`src/rtl/ahb_arbiter.sv`:
```
// ----------------------------------------------------------------------------
// ahb_arbiter
//
// Round-robin arbiter for a shared AHB address/data path. It grants one master
// at a time, tracks fixed-length bursts and locked sequences, and only moves
// ownership at a legal transfer boundary (an "arbitration point").
//
// Ports:
//   HCLK          bus clock; all state changes on the rising edge
//   HRESET        asynchronous active-high reset
//   HBUSREQ[N]    per-master bus request
//   HLOCK[N]      per-master locked-access request
//   HTRANS[2]     transfer type of the current address-phase owner
//   HBURST[3]     burst type of the current address-phase owner
//   HREADY        bus ready from the slave response mux
//   HGRANT[N]     one-hot grant, registered, always equals one-hot(HMASTER)
//   HMASTER[MW]   index of the address-phase owner, registered
//   HMASTER_DATA  index of the data-phase owner (HMASTER one beat later)
//   HMASTLOCK     current address-phase owner holds a locked sequence
//
// Handshake: a rising edge with HREADY=1 is an accepted beat; every piece of
// state here (grant, owner, data-phase owner, beat counter, lock) advances
// only on accepted beats. An edge with HREADY=0 is a wait state and leaves
// all state untouched.
// ----------------------------------------------------------------------------
module ahb_arbiter #(
    parameter int NUM_MASTERS    = 4,
    parameter int DEFAULT_MASTER = 0,
    localparam int MW = (NUM_MASTERS > 1) ? $clog2(NUM_MASTERS) : 1
) (
    input  logic                   HCLK,
    input  logic                   HRESET,
    input  logic [NUM_MASTERS-1:0] HBUSREQ,
    input  logic [NUM_MASTERS-1:0] HLOCK,
    input  logic [1:0]             HTRANS,
    input  logic [2:0]             HBURST,
    input  logic                   HREADY,
    output logic [NUM_MASTERS-1:0] HGRANT,
    output logic [MW-1:0]          HMASTER,
    output logic [MW-1:0]          HMASTER_DATA,
    output logic                   HMASTLOCK
);

    localparam logic [1:0] TRANS_IDLE   = 2'b00;
    localparam logic [1:0] TRANS_BUSY   = 2'b01;
    localparam logic [1:0] TRANS_NONSEQ = 2'b10;
    localparam logic [1:0] TRANS_SEQ    = 2'b11;

    localparam logic [2:0] BURST_SINGLE = 3'b000;
    localparam logic [2:0] BURST_INCR   = 3'b001;

    localparam logic [MW-1:0] DEF_IDX = MW'(DEFAULT_MASTER);

    // Beats still to come after the current one in a fixed-length burst.
    logic [3:0] beats_rem;

    logic          arb_point;
    logic [MW-1:0] next_master;
    logic          found;
    logic [MW:0]   cand_sum;
    logic [MW-1:0] cand;

    // Remaining beats after the NONSEQ beat (0 for SINGLE and undefined INCR).
    function automatic logic [3:0] burst_last(input logic [2:0] burst);
        case (burst)
            3'b010, 3'b011: burst_last = 4'd3;
            3'b100, 3'b101: burst_last = 4'd7;
            3'b110, 3'b111: burst_last = 4'd15;
            default:        burst_last = 4'd0;
        endcase
    endfunction

    function automatic logic [NUM_MASTERS-1:0] onehot(input logic [MW-1:0] idx);
        onehot      = '0;
        onehot[idx] = 1'b1;
    endfunction

    // Ownership may move only at the end of a transfer that is not inside a
    // protected fixed-length burst. BUSY never qualifies.
    always_comb begin
        arb_point = 1'b0;
        if (HREADY) begin
            case (HTRANS)
                TRANS_IDLE:   arb_point = 1'b1;
                TRANS_NONSEQ: arb_point = (HBURST == BURST_SINGLE) ||
                                          (HBURST == BURST_INCR);
                TRANS_SEQ:    arb_point = (beats_rem == 4'd1) ||
                                          (HBURST == BURST_INCR);
                default:      arb_point = 1'b0;
            endcase
        end
    end

    // Round-robin search starting just after the current owner and ending on
    // the owner itself, so a lone requester that already owns the bus keeps
    // it. The sum is one bit wider than the index so the wrap compare works
    // for non-power-of-two master counts.
    always_comb begin
        next_master = DEF_IDX;
        found       = 1'b0;
        cand_sum    = '0;
        cand        = '0;
        for (int i = 1; i <= NUM_MASTERS; i++) begin
            cand_sum = {1'b0, HMASTER} + (MW+1)'(i);
            if (cand_sum >= (MW+1)'(NUM_MASTERS)) begin
                cand_sum = cand_sum - (MW+1)'(NUM_MASTERS);
            end
            cand = cand_sum[MW-1:0];
            if (!found && HBUSREQ[cand]) begin
                next_master = cand;
                found       = 1'b1;
            end
        end
        // A held lock overrides any competing request.
        if (HMASTLOCK && HLOCK[HMASTER]) begin
            next_master = HMASTER;
        end
    end

    always_ff @(posedge HCLK or posedge HRESET) begin
        if (HRESET) begin
            HGRANT       <= onehot(DEF_IDX);
            HMASTER      <= DEF_IDX;
            HMASTER_DATA <= DEF_IDX;
            HMASTLOCK    <= 1'b0;
            beats_rem    <= 4'd0;
        end else if (HREADY) begin
            // Data phase follows the address phase that was just accepted.
            HMASTER_DATA <= HMASTER;

            case (HTRANS)
                TRANS_NONSEQ: beats_rem <= burst_last(HBURST);
                TRANS_SEQ:    beats_rem <= (beats_rem == 4'd0) ? 4'd0 : beats_rem - 4'd1;
                TRANS_IDLE:   beats_rem <= 4'd0;
                TRANS_BUSY:   beats_rem <= beats_rem;
                default:      beats_rem <= beats_rem;
            endcase

            if (arb_point) begin
                HMASTER   <= next_master;
                HGRANT    <= onehot(next_master);
                HMASTLOCK <= HLOCK[next_master] & HBUSREQ[next_master];
            end
        end
    end

endmodule

```
`config.mk`:
```
export PLATFORM = sky130hd
export DESIGN_NAME = ahb_arbiter
export DESIGN_NICKNAME = d
export VERILOG_FILES = /design/src/rtl/ahb_arbiter.sv
export SDC_FILE = /design/constraint.sdc
export NUM_CORES = 1
export LEC_CHECK = 0
export ABC_CLOCK_PERIOD_IN_PS = 4250
export CORE_AREA = 2 2 48 50
export CTS_CLUSTER_DIAMETER = 60
export CTS_CLUSTER_SIZE = 16
export DETAILED_ROUTE_END_ITERATION = 12
export DIE_AREA = 0 0 50 52
export GPL_ROUTABILITY_DRIVEN = 1
export PLACE_DENSITY = 0.82
export SYNTH_ARGS = -nofsm -noshare
export SYNTH_HDL_FRONTEND = slang
export SYNTH_SLANG_ARGS = --single-unit
```
`constraint.sdc`:
```
create_clock -name HCLK -period 4.25 [get_ports HCLK]
set_input_delay 0.85 -clock HCLK [delete_from_list [all_inputs] [get_ports HCLK]]
set_output_delay 0.85 -clock HCLK [all_outputs]
set_load 0.02 [all_outputs]
```
==> results of run 1 <==
synth_stat cells, drive strengths merged (4+ instances only):
master | count | area, sq um
o21ai | 7 | 35.0
nand3 | 5 | 25.0
inv | 6 | 22.5
o31ai | 5 | 47.5
nor3 | 4 | 20.0
buf | 5 | 42.5
mux2i | 4 | 40.0
dfrtp | 12 | 300
nand2 | 16 | 60.1
a21oi | 5 | 25.0
nor2 | 4 | 17.5
mux2 | 4 | 52.6
path summary, 6_finish.rpt:
kind | from | to | depth (start not counted)
worst max-delay path | HTRANS[0] | HMASTLOCK | 8
worst min register to register | HGRANT[0] | HGRANT[0] | 2
max in group asynchronous | HRESET | HGRANT[0] | 2
worst min-delay path | HGRANT[0] | HGRANT[0] | 2
worst max register to register | HMASTER[1] | HMASTLOCK | 6
min in group asynchronous | HRESET | beats_rem[1] | 2
routing by layer:
| layer | vias up | routed length, um | share of wire [%] |
|---|---|---|---|
| li1 | 475 | - | - |
| met1 | 454 | 935 | 42 |
| met2 | 29 | 1160 | 52 |
| met3 | 4 | 106 | 4.7 |
| met4 | 0 | 36 | 1.6 |
| met5 | - | 0 | 0 |
worst min-delay path: cells and delay by family, from the launching register on:
family / cells / cell delay, ns
flops: 1 / 0.37
compound gates: 1 / 0.05
simple gates: 1 / 0.06
per-stage QoR:
stage	std cells	setup WS [ns]	power (uW)	hold WS [ns]
2_1_floorplan	116	1.82	493	0.495
3_3_place_gp	161	1.18	600	0.473
3_5_place_dp	161	1.07	608	0.473
4_1_cts	165	1.36	686	0.487
5_1_grt	165	1.23	733	0.517
6_report	165	1.36	684	0.485
cell families after synthesis:
logic type | count (synthesis) | share of synthesized area, %
fa+ha+maj | 2 | 2.38
compound gates | 31 | 24.4
mux | 8 | 8.81
flops | 13 | 31.1
buf+inv | 13 | 6.90
simple gates | 49 | 26.4
cell usage in the layout (no fill, tap or decap), types with 2 or more instances in the layout:
cell type / Yosys / layout
nand4_1: 2 / 2
nand3_1: 5 / 5
o211ai_1: 2 / 2
ha_1: 2 / 2
mux2_2: 2 / 2
a32o_1: 3 / 3
dfrtp_1: 12 / 12
o21ai_0: 6 / 6
nor2b_1: 3 / 3
nand3b_1: 2 / 2
o31ai_2: 2 / 2
nand2_1: 16 / 16
o31ai_1: 3 / 3
clkdlybuf4s50_1: 0 / 24
inv_1: 6 / 6
mux2i_1: 4 / 4
a21oi_1: 5 / 5
nor2_1: 3 / 3
mux2_4: 2 / 2
nor3_1: 4 / 4
nor3b_1: 2 / 2
clkbuf_4: 0 / 3
registers in the layout (all words and copies together) (netlist names):
register      cells
HGRANT            4
beats_rem         4
HMASTER           2
HMASTER_DATA      2
HMASTLOCK         1
report_power, final:
group	switching [uW]	internal [uW]	total, uW	leakage, uW
clock network	41.3	36.4	77.7	0.0000150
logic	185	190	375	0.000357
registers	62.4	168	231	0.000163
total	289	395	684	0.000535
area by class of cell:
class                      instances  area, sq um  area share (%)
clock buffer                       4         26.3            2.02
inverter                           6         22.5            1.73
multi-input combinational         90          652            50.0
tap                               28         35.0            2.69
timing repair buffer              24          240            18.4
sequential                        13          327            25.1
==> impl_metrics.env, run 1 <==
export IMPL_outcome="complete, no violations"
export IMPL_ant_nets=0
export IMPL_setup_tns_ns=0
export IMPL_routed_wl_mm=2.24
export IMPL_grt_use_total_pct=18.8
export IMPL_start_util_pct=49.9
export IMPL_fin_worst_skew_ns=0.00596
export IMPL_finalSetupViolations=0
export IMPL_grt_pass1_wl_mm=3.77
export IMPL_core_sq_mm=0.00211
export IMPL_seq_area_frac_synth_pct=31.1
export IMPL_gp_congestion=0.806
export IMPL_antenna_found_initial=0
export IMPL_r2r_setup_slack_ns=1.87
export IMPL_overflow=0
export IMPL_ys_types=47
export IMPL_slowest_stage="or4b_1"
export IMPL_firstDrtPassIters=4
export IMPL_ys_warn_count=0
export IMPL_fillers=185
export IMPL_met1_usage_pct=22.6
export IMPL_min_period_ns=2.89
export IMPL_cts_sinks=13
export IMPL_drive_above_1_share_pct=13.9
export IMPL_num_vias=962
export IMPL_hold_class="reg2reg"
export IMPL_cts_post_setup_buffers_inserted=0
export IMPL_drt_iter0_drc=16
export IMPL_endpoint_kind="flip-flop"
export IMPL_hold_viol_final=0
export IMPL_synth_ff_latch_count=13
export IMPL_finalMaxSlewViolations=0
export IMPL_cts_reportedPaths_clkPinSlew_ns=0.08
export IMPL_timing_fmax_mhz=346
export IMPL_cts_buffers=3
export IMPL_antennaDiodeCount=0
export IMPL_portBuffers=24
export IMPL_required_ns=4.47
export IMPL_synthFlopType="dfrtp_1"
export IMPL_die_h_um=52
export IMPL_insertion_delay_ns=0.28
export IMPL_final_area_sq_mm=0.00130
export IMPL_finalCritPeriodShare_pct=68.1
export IMPL_gr_usage_met2_pct=33.3
export IMPL_cts_root_buf="clkbuf_4"
export IMPL_io_pins=25
export IMPL_syn_inst=116
export IMPL_busiest_layer="met2"
export IMPL_final_util_pct=61.9
export IMPL_finalNetCount=156
export IMPL_slew_headroom_pct=58.2
export IMPL_hpwl_mm=1.70
export IMPL_p_leak_uw=0.000535
export IMPL_drt_wirelength_per_cell_um=13.6
export IMPL_synth_edf_count=0
export IMPL_vias_per_cell=5.83
export IMPL_use_met3_pct=2.30
export IMPL_die_area_sq_mm=0.00260
export IMPL_drv_cap=0
export IMPL_crit_buf_inv=1
export IMPL_area_growth_pct=23.9
export IMPL_tightestPinTransition_ns=0.628
export IMPL_critPathTopFamily="simple AND/OR/NAND/NOR gates"
export IMPL_grt_pass1_vias=872
export IMPL_placementRows=17
export IMPL_async_flop_share_pct=100
export IMPL_critPathLaunchType="input pin"
export IMPL_tritoncts="yes"
export IMPL_die_w_um=50
export IMPL_ctsLongestPathBuffers=2
export IMPL_crit_path_frequent_cell="nand3_1"
export IMPL_ir_worst_vdd_mv=0.263
export IMPL_crit_type="in2reg"
export IMPL_arrival_ns=3.11
export IMPL_grt_max_degree=20
export IMPL_synth_nets=134
export IMPL_cp_max_fo=13
export IMPL_slowest_delay_ns=0.65
export IMPL_drc=0
export IMPL_htreeDepth=1
export IMPL_netlist_area_sq_mm=0.00105
export IMPL_crit_path_cell_trace="clkdlybuf4s50_1, ha_1, and2_1, a221o_1, nand3_1, or4b_1, nand3_1, a32o_1"
export IMPL_cts_resized=0
export IMPL_rsz0062_at_grt="no"
export IMPL_hold_buffers=0
export IMPL_place_area_sq_mm=0.00128
export IMPL_p_per_area_mw_per_mm2=525
export IMPL_postSynthAreaPerCell_sq_um=9.06
No activity file was read; power rests on OpenSTA's default activity.
==> run 2: changes to the inputs <==
==> config.mk (replaced) <==
export PLATFORM = sky130hd
export DESIGN_NAME = ahb_arbiter
export DESIGN_NICKNAME = d
export VERILOG_FILES = /design/src/rtl/ahb_arbiter.sv
export SDC_FILE = /design/constraint.sdc
export NUM_CORES = 1
export LEC_CHECK = 0
export ABC_CLOCK_PERIOD_IN_PS = 2600
export CORE_AREA = 2 2 52 54
export CTS_CLUSTER_DIAMETER = 60
export CTS_CLUSTER_SIZE = 16
export DETAILED_ROUTE_END_ITERATION = 12
export DIE_AREA = 0 0 54 56
export GPL_ROUTABILITY_DRIVEN = 1
export PLACE_DENSITY = 0.74
export SYNTH_ARGS = -nofsm -noshare
export SYNTH_HDL_FRONTEND = slang
export SYNTH_SLANG_ARGS = --single-unit
==> constraint.sdc (replaced) <==
create_clock -name HCLK -period 2.6 [get_ports HCLK]
set_input_delay 0.52 -clock HCLK [delete_from_list [all_inputs] [get_ports HCLK]]
set_output_delay 0.52 -clock HCLK [all_outputs]
set_load 0.02 [all_outputs]
==> impl_metrics.env, run 2 (synthesized netlist as in run 1, its figures left out) <==
export IMPL_dp_cells=175
export IMPL_outcome="complete, no violations"
export IMPL_crit_type="in2reg"
export IMPL_portBuffers=24
export IMPL_fin_worst_skew_ns=0.00214
export IMPL_tightestPinTransition_ns=0.512
export IMPL_htreeDepth=1
export IMPL_cts_buffers=3
export IMPL_p_leak_uw=0.000595
export IMPL_die_area_sq_mm=0.00302
export IMPL_r2r_setup_slack_ns=0.39
export IMPL_multi_input_area_sq_um=652
export IMPL_insertion_delay_ns=0.27
export IMPL_antenna_found_initial=0
export IMPL_tritoncts="yes"
export IMPL_cts_resized=0
export IMPL_hold_class="reg2reg"
export IMPL_cp_max_fo=7
export IMPL_min_period_ns=2.40
export IMPL_placementRows=18
export IMPL_layout_common_cells="clkdlybuf4s50_1 (24), nand2_1 (16), dfrtp_1 (12), buf_4 (12)"
export IMPL_start_util_pct=43.2
export IMPL_final_common_cell="clkdlybuf4s50_1"
export IMPL_ant_nets=0
export IMPL_hpwl_mm=2.00
export IMPL_drive_above_1_share_pct=21.5
export IMPL_grt_max_degree=14
export IMPL_dpl_worst_slack_ns=-0.0708
export IMPL_clkPwrFrac_pct=11.0
export IMPL_intPower_uw=680
export IMPL_cts_sinks=13
export IMPL_area_growth_pct=32.9
export IMPL_finalNetCount=168
export IMPL_finalMaxSlewViolations=0
export IMPL_core_sq_mm=0.00243
export IMPL_critPathTopFamily="compound AO/OA/AOI/OAI gates"
export IMPL_fillers=234
export IMPL_grt_use_total_pct=18.0
export IMPL_path_depth=7
export IMPL_arrival_ns=2.57
export IMPL_io_pins=25
export IMPL_ctsLongestPathBuffers=2
export IMPL_overflow=0
export IMPL_die_w_um=54
export IMPL_num_vias=994
export IMPL_reg_top3="HGRANT: 4 flops, beats_rem: 4 flops"
export IMPL_slew_headroom_pct=65.6
export IMPL_grt_pass1_wl_mm=4.16
export IMPL_critPathLaunchType="input pin"
export IMPL_crit_buf_inv=1
export IMPL_swShare_pct=42.3
export IMPL_min_delay_path_depth=2
export IMPL_drv_cap=0
export IMPL_final_util_pct=57.4
export IMPL_routed_wl_mm=2.56
export IMPL_p_per_area_mw_per_mm2=844
export IMPL_finalCritPeriodShare_pct=92.2
export IMPL_timing_fmax_mhz=417
export IMPL_die_h_um=56
export IMPL_final_cells=179
export IMPL_antennaDiodeCount=0
export IMPL_firstDrtPassIters=4
export IMPL_drt_wirelength_per_cell_um=14.3
export IMPL_crit_path_cell_trace="clkdlybuf4s50_1, nor4b_1, a32o_1, o31ai_1, and2_4, o21ai_1, a32o_1"
export IMPL_ff_latch_area_sq_um=327
export IMPL_slowest_stage="clkdlybuf4s50_1"
export IMPL_p_sw_uw=499
export IMPL_gp_congestion=0.774
export IMPL_drt_iter0_drc=26
export IMPL_seq_power_share_pct=30.8
export IMPL_cts_post_setup_buffers_inserted=0
export IMPL_total_power_uw=1180
export IMPL_reg2reg_depth=6
export IMPL_grt_pass1_vias=927
export IMPL_vias_per_cell=5.55
export IMPL_cts_reportedPaths_clkPinSlew_ns=0.09
export IMPL_slowest_delay_ns=0.60
export IMPL_drc=0
export IMPL_hold_buffers=0
export IMPL_fin_ws_ns=0.203
export IMPL_endpoint_kind="flip-flop"
export IMPL_rsz0062_at_grt="no"
export IMPL_hold_viol_final=0
export IMPL_ir_worst_vdd_mv=0.473
export IMPL_cts_root_buf="clkbuf_4"
export IMPL_pwr_share_comb_pct=58.2
export IMPL_finalSetupViolations=0
export IMPL_crit_path_frequent_cell="a32o_1"
export IMPL_required_ns=2.77
run 2: final timing paths:
| kind | end | start |
|---|---|---|
| setup / recovery | HMASTLOCK | HBUSREQ[3] |
| hold / removal | HGRANT[0] | HGRANT[0] |
| setup reg to reg | HMASTLOCK | HMASTER[1] |
| hold reg to reg | HGRANT[0] | HGRANT[0] |
| max in group asynchronous | HGRANT[0] | HRESET |
| min in group asynchronous | HMASTLOCK | HRESET |
run 2: through the flow:
step	TNS, ns	hold slack [ns]	instance area (sq um)
detailed placement	-0.191	0.476	1370
global placement	-0.0675	0.474	1370
CTS	0	0.497	1400
floorplan	0	0.396	1050
finish	0	0.492	1400
global route	0	0.503	1400
run 2: metal layers:
layer / vias to the layer above / global-route usage [%] / share of wire, %
met5: - / 0 / 0
met4: 0 / 5.36 / 0.51
met3: 2 / 2.42 / 4.2
met2: 23 / 30.1 / 49
met1: 468 / 23.5 / 46
li1: 501 / - / -
run 2: worst register-to-register path, stage by stage, from the launching register on:
cell and delay (ns):
dfrtp_1 0.53, nor4b_1 0.22, a32o_1 0.29, o31ai_1 0.47, and2_4 0.26, o21ai_1 0.08, a32o_1 0.25
run 2: power by group through the flow:
stage                     Clock, uW  Sequential (uW)  Combinational [uW]
after floorplan                   0              397                 408
after global placement            0              362                 671
after detailed placement          0              366                 685
after CTS                       132              362                 688
after global routing            141              374                 741
final                           129              363                 687
run 2: final cells by class:
| class | instances | share of cell area (%) |
|---|---|---|
| well taps | 30 | 2.69 |
| inverters | 6 | 1.61 |
| clock inverters | 1 | 0.358 |
| repair buffers | 36 | 23.7 |
| clock buffers | 3 | 1.61 |
| multi-input cells | 90 | 46.7 |
| flip-flops and latches | 13 | 23.4 |
